$ cat config.mk
export PLATFORM = sky130hd
export DESIGN_NAME = if_fetch_stage
export DESIGN_NICKNAME = d
export VERILOG_FILES = /design/src/rtl/if_fetch_stage.sv
export SDC_FILE = /design/constraint.sdc
export NUM_CORES = 1
export LEC_CHECK = 0
export ABC_AREA = 0
export BUFFER_PORTS_ARGS = -buffer_cell sky130_fd_sc_hd__buf_2
export CORE_MARGIN = 2
export CORE_UTILIZATION = 40
export DETAILED_ROUTE_END_ITERATION = 10
export PLACE_DENSITY_LB_ADDON = 0.08
export SKIP_LAST_GASP = 1
export SYNTH_ARGS = -nofsm -noshare
export SYNTH_HDL_FRONTEND = slang
export SYNTH_SLANG_ARGS = --single-unit
$ cat constraint.sdc
create_clock -name clk -period 6.8 [get_ports clk]
set_input_delay 0 -clock clk [delete_from_list [all_inputs] [get_ports clk]]
set_output_delay 0 -clock clk [all_outputs]
set_load 0.005 [all_outputs]
$ cat src/rtl/if_fetch_stage.sv
// RV32I instruction-fetch stage: PC register, combinational imem access, small fetch FIFO to decode.
// Optional macro FETCH_MISALIGN_CHK_EN: flags misaligned redirect targets and halts fetch.
module if_fetch_stage #(
  parameter logic [31:0] RESET_PC   = 32'h0000_0000,
  parameter int          FIFO_DEPTH = 2
) (
  input  logic        clk,
  input  logic        rst,
  input  logic        redirect_valid,
  input  logic [31:0] redirect_pc,
  output logic [31:0] imem_addr,
  input  logic [31:0] imem_instr,
  output logic        id_valid,
  input  logic        id_ready,
  output logic [31:0] id_instr,
  output logic [31:0] id_pc,
  output logic [31:0] id_pc_plus4
`ifdef FETCH_MISALIGN_CHK_EN
  ,
  output logic        id_misalign
`endif
);

  localparam int          PW      = (FIFO_DEPTH > 1) ? $clog2(FIFO_DEPTH) : 1;
  localparam logic [PW:0] DEPTH_C = (PW + 1)'(FIFO_DEPTH);
  localparam logic [31:0] NOP     = 32'h0000_0013;

  logic [31:0]   pc_reg;
  logic [31:0]   redirect_target;
  logic [PW-1:0] wr_ptr_reg;
  logic [PW-1:0] rd_ptr_reg;
  logic [PW:0]   count_reg;
  logic [PW:0]   count_next;
  logic          fetch_halted;
  logic          push;
  logic          pop;
  logic          push_misalign;
  logic [31:0]   push_instr;

  logic [31:0]   ent_pc_reg    [FIFO_DEPTH];
  logic [31:0]   ent_instr_reg [FIFO_DEPTH];

`ifdef FETCH_MISALIGN_CHK_EN
  logic          halt_reg;
  logic          ent_mis_reg   [FIFO_DEPTH];

  assign fetch_halted    = halt_reg;
  assign redirect_target = redirect_pc;
  assign push_misalign   = (pc_reg[1:0] != 2'b00);
`else
  logic          unused_redirect_lsb;

  assign fetch_halted        = 1'b0;
  assign redirect_target     = {redirect_pc[31:2], 2'b00};
  assign push_misalign       = 1'b0;
  assign unused_redirect_lsb = ^redirect_pc[1:0];
`endif

  assign imem_addr  = pc_reg;
  assign id_valid   = (count_reg != '0);
  assign push_instr = push_misalign ? NOP : imem_instr;

  // Push never looks at id_ready, so there is no decode -> imem_addr path.
  assign push = !redirect_valid && (count_reg < DEPTH_C) && !fetch_halted;
  assign pop  = id_valid && id_ready && !redirect_valid;

  always_comb begin
    count_next = count_reg;
    case ({push, pop})
      2'b10:   count_next = count_reg + (PW + 1)'(1);
      2'b01:   count_next = count_reg - (PW + 1)'(1);
      default: count_next = count_reg;
    endcase
  end

  always_ff @(posedge clk) begin
    if (!rst) begin
      pc_reg     <= RESET_PC;
      wr_ptr_reg <= '0;
      rd_ptr_reg <= '0;
      count_reg  <= '0;
`ifdef FETCH_MISALIGN_CHK_EN
      halt_reg   <= 1'b0;
`endif
    end else if (redirect_valid) begin
      pc_reg     <= redirect_target;
      wr_ptr_reg <= '0;
      rd_ptr_reg <= '0;
      count_reg  <= '0;
`ifdef FETCH_MISALIGN_CHK_EN
      halt_reg   <= 1'b0;
`endif
    end else begin
      count_reg <= count_next;
      if (push) begin
        pc_reg     <= pc_reg + 32'd4;
        wr_ptr_reg <= wr_ptr_reg + PW'(1);
`ifdef FETCH_MISALIGN_CHK_EN
        if (push_misalign) halt_reg <= 1'b1;
`endif
      end
      if (pop) rd_ptr_reg <= rd_ptr_reg + PW'(1);
    end
  end

  // Entry contents need no reset: count gates visibility.
  always_ff @(posedge clk) begin
    if (rst && push) begin
      ent_pc_reg[wr_ptr_reg]    <= pc_reg;
      ent_instr_reg[wr_ptr_reg] <= push_instr;
`ifdef FETCH_MISALIGN_CHK_EN
      ent_mis_reg[wr_ptr_reg]   <= push_misalign;
`endif
    end
  end

  always_comb begin
    id_instr    = 32'h0;
    id_pc       = 32'h0;
    id_pc_plus4 = 32'h0;
`ifdef FETCH_MISALIGN_CHK_EN
    id_misalign = 1'b0;
`endif
    if (id_valid) begin
      id_instr    = ent_instr_reg[rd_ptr_reg];
      id_pc       = ent_pc_reg[rd_ptr_reg];
      id_pc_plus4 = ent_pc_reg[rd_ptr_reg] + 32'd4;
`ifdef FETCH_MISALIGN_CHK_EN
      id_misalign = ent_mis_reg[rd_ptr_reg];
`endif
    end
  end

endmodule

==> flow_metrics.py <==
metrics = {
    "floorplan": {
        "fp.dieW_um": 141.1,
        "die_y_um": 141.1,
        "rows": 50,
        "die_area_mm2": 0.01991,
        "fp.coreArea_mm2": 0.01858,
        "start_util": 0.4047,
        "io_pins": 197,
    },
    "sta": {
        "tns_ps": 0,
        "relSlewSlack": 0.3449,
        "setup_viol": 0,
        "period_share": 0.5533,
        "fmax_mhz": 265.8,
        "worst_pin_slew_ps": 982.6,
        "skew_ps": 13.03,
        "finalCriticalPeriod_ps": 3763,
        "hold_viol": 0,
        "rsz0062_at_grt": "no",
        "slew_violations": 0,
    },
    "synthesis": {
        "yosys.cell_types.count": 56,
        "synth_top_family_by_area": "simple AND/OR/NAND/NOR gates",
        "synthMuxAreaShare": 0.08602,
        "synth_ff_type": "edfxtp_1",
        "synth-async-reset-ratio": 0,
        "yosys.area_share.simple": 0.1549,
        "netlist_instances": 639,
        "synth_xor_area_frac": 0.05008,
        "yosysTopAreaCellShare": 0.4952,
        "avgSynthCellArea_um2": 11.77,
        "synth_compound_gate_area_share": 0.08270,
        "ys_warn_count": 0,
        "synth-adder-area-share": 0.004992,
        "ys_top_cells_by_area": "edfxtp_1 50%, dfxtp_1 9.3%, mux2i_1 8.1%",
        "synth-seq-cells": 159,
        "synthesis.area_mm2": 0.007520,
        "yosysTopAreaCell": "edfxtp_1",
        "synth_edf_count": 124,
        "ys_seq_area_frac": 0.5884,
    },
    "clock_tree": {
        "cts_sinks": 159,
        "cts_buffers": 17,
        "clkSlewWorstSetupHoldPaths_ps": 70,
        "htree_levels": 4,
        "cts_buffer_depth": 2,
        "clkLatencyLatePin_ps": 420,
        "clockRootBuffer": "clkbuf_16",
        "post-cts-setup-buffer-count": 0,
        "cts_tree": "yes",
    },
    "drt": {
        "via_count": 5715,
        "drt_wl_total_um": 18430,
        "viasPerCell": 5.066,
        "ant_nets": 0,
        "avgRoutedWirePerCell_um": 16.33,
        "drt_iter0_markers": 417,
        "drc": 0,
        "drt_pass1_iterations": 5,
    },
    "finish": {
        "final_cells": 1128,
        "layout_commonest_cell": "buf_2",
        "final_cell_mix": "188 x buf_2, 124 x edfxtp_1, 79 x nor2_1, 63 x dlygate4sd3_1, 61 x mux2i_1",
        "layout-drive-gt1-share": 0.2662,
        "num-nets-final": 952,
        "areaGrowthSynthToFinish_pct": 30.87,
        "antenna_cells": 0,
        "largest_reg_flops": 64,
    },
    "place": {
        "portBuffers": 188,
        "gp_congestion": 0.8836,
        "dpl.hpwl_um": 12580,
        "dp_cells": 1033,
    },
    "power": {
        "power-per-cell-area_mw_per_mm2": 229.9,
        "vdd_drop_max_mv": 0.1744,
        "power.leakage_nw": 3.803,
        "power.total_mw": 2.262,
    },
    "outcome": {
        "status": "finished clean",
    },
    "run": {
        "drv.max_cap_violation_count": 0,
    },
    "critical_path": {
        "worstSetupEndpointType": "output port",
        "worstSetupPathType": "reg2out",
        "crit_arrival_ps": 3760,
        "cp.required_ps": 6800,
        "cp-start-kind": "flip-flop",
        "worstPathMaxFanout": 72,
    },
    "global_routing": {
        "grt_overflow": 0,
        "grt_first_pass_wirelength_um": 28480,
        "track_usage": 0.1836,
        "first_global_vias": 5537,
        "antenna_found_initial": 0,
        "grt_max_degree": 87,
    },
    "min_path": {
        "hold_class": "in2reg",
    },
}
[final timing paths]
kind,from,to,slack (ps),cells after the start
max,flip-flop,id_pc_plus4[30],3040,7
min,redirect_valid,imem_addr[11],60,2
max reg2reg,count_reg[1],count_reg[1],3540,8
min reg2reg,imem_addr[31],ent_pc_reg[0][31],520,0
[kinds of logic (layout without fill, tap and decap cells)]
| group | Yosys count | in the layout |
|---|---|---|
| flops | 159 | 159 |
| mux | 64 | 64 |
| xor+xnor | 43 | 43 |
| buf+inv | 51 | 301 |
| other cells | 1 | 6 |
| fa+ha+maj | 3 | 3 |
| compound gates | 90 | 90 |
| simple gates | 228 | 228 |
[Yosys cell counts, types with 4 or more instances]
cell type	number
nand2b_1	5
nor2_1	80
o211a_1	12
o21ai_0	25
buf_4	8
a21oi_1	22
nor4_1	17
edfxtp_1	124
nand2_1	32
nand4_1	13
and2_1	6
and3_1	6
o31a_1	6
nor3_1	18
a211oi_1	4
nand4b_1	7
a31oi_1	5
clkbuf_1	21
inv_1	10
mux2i_1	61
xnor2_1	28
nand3_1	21
buf_2	6
nor3b_1	6
dfxtp_1	35
xor2_1	15
[routing by layer]
metal / up-vias / part of all wire / track usage
met1: 2643 / 0.46 / 0.2421
met2: 192 / 0.46 / 0.2928
li1: 2853 / - / -
met4: 0 / 0.022 / 0.07842
met3: 27 / 0.056 / 0.04110
met5: - / 0 / 0
[through the flow]
stage / setup WS, ps / utilization / area (um2) / hold WS [ps]
after floorplan: 1102 / - / 7538 / 98.87
after global placement: 3522 / 0.4650 / 8640 / 189.5
after global routing: 2757 / 0.5296 / 9841 / 52.08
final: 3037 / 0.5296 / 9841 / 58.65
after CTS: 3054 / 0.5296 / 9841 / 42.33
after detailed placement: 3515 / 0.4650 / 8640 / 191.3
[worst max-delay path: stages (launching register included)]
cell and delay (ps):
dfxtp_4 560, buf_4 810, nand4_1 300, a211o_1 540, nand2b_1 260, nor4_1 310, mux2_2 380, buf_2 130
[power by group]
| group | switching, mW | internal, mW | leakage [nW] |
|---|---|---|---|
| Combinational | 0.115 | 0.109 | 2.09 |
| Clock | 0.370 | 0.539 | 0.272 |
| Sequential | 0.0386 | 1.09 | 1.44 |
| Total | 0.523 | 1.74 | 3.80 |
[cell type report]
| type | instances | area (um2) |
|---|---|---|
| sequential | 159 | 4428 |
| clock inverter | 14 | 141.4 |
| timing repair buffer | 257 | 1617 |
| multi-input combinational | 434 | 2888 |
| clock buffer | 18 | 429.2 |
| inverter | 12 | 45.04 |
| fill | 1686 | 8740 |
| tap | 234 | 292.8 |
[repair_timing]
action | CTS | global route
endpoints found under the setup margin | 0 | 0
gates resized for setup | 0 | 0
hold endpoints to repair | 96 | 0
hold buffers | 63 | 0
(Power assumes the default switching activity.)
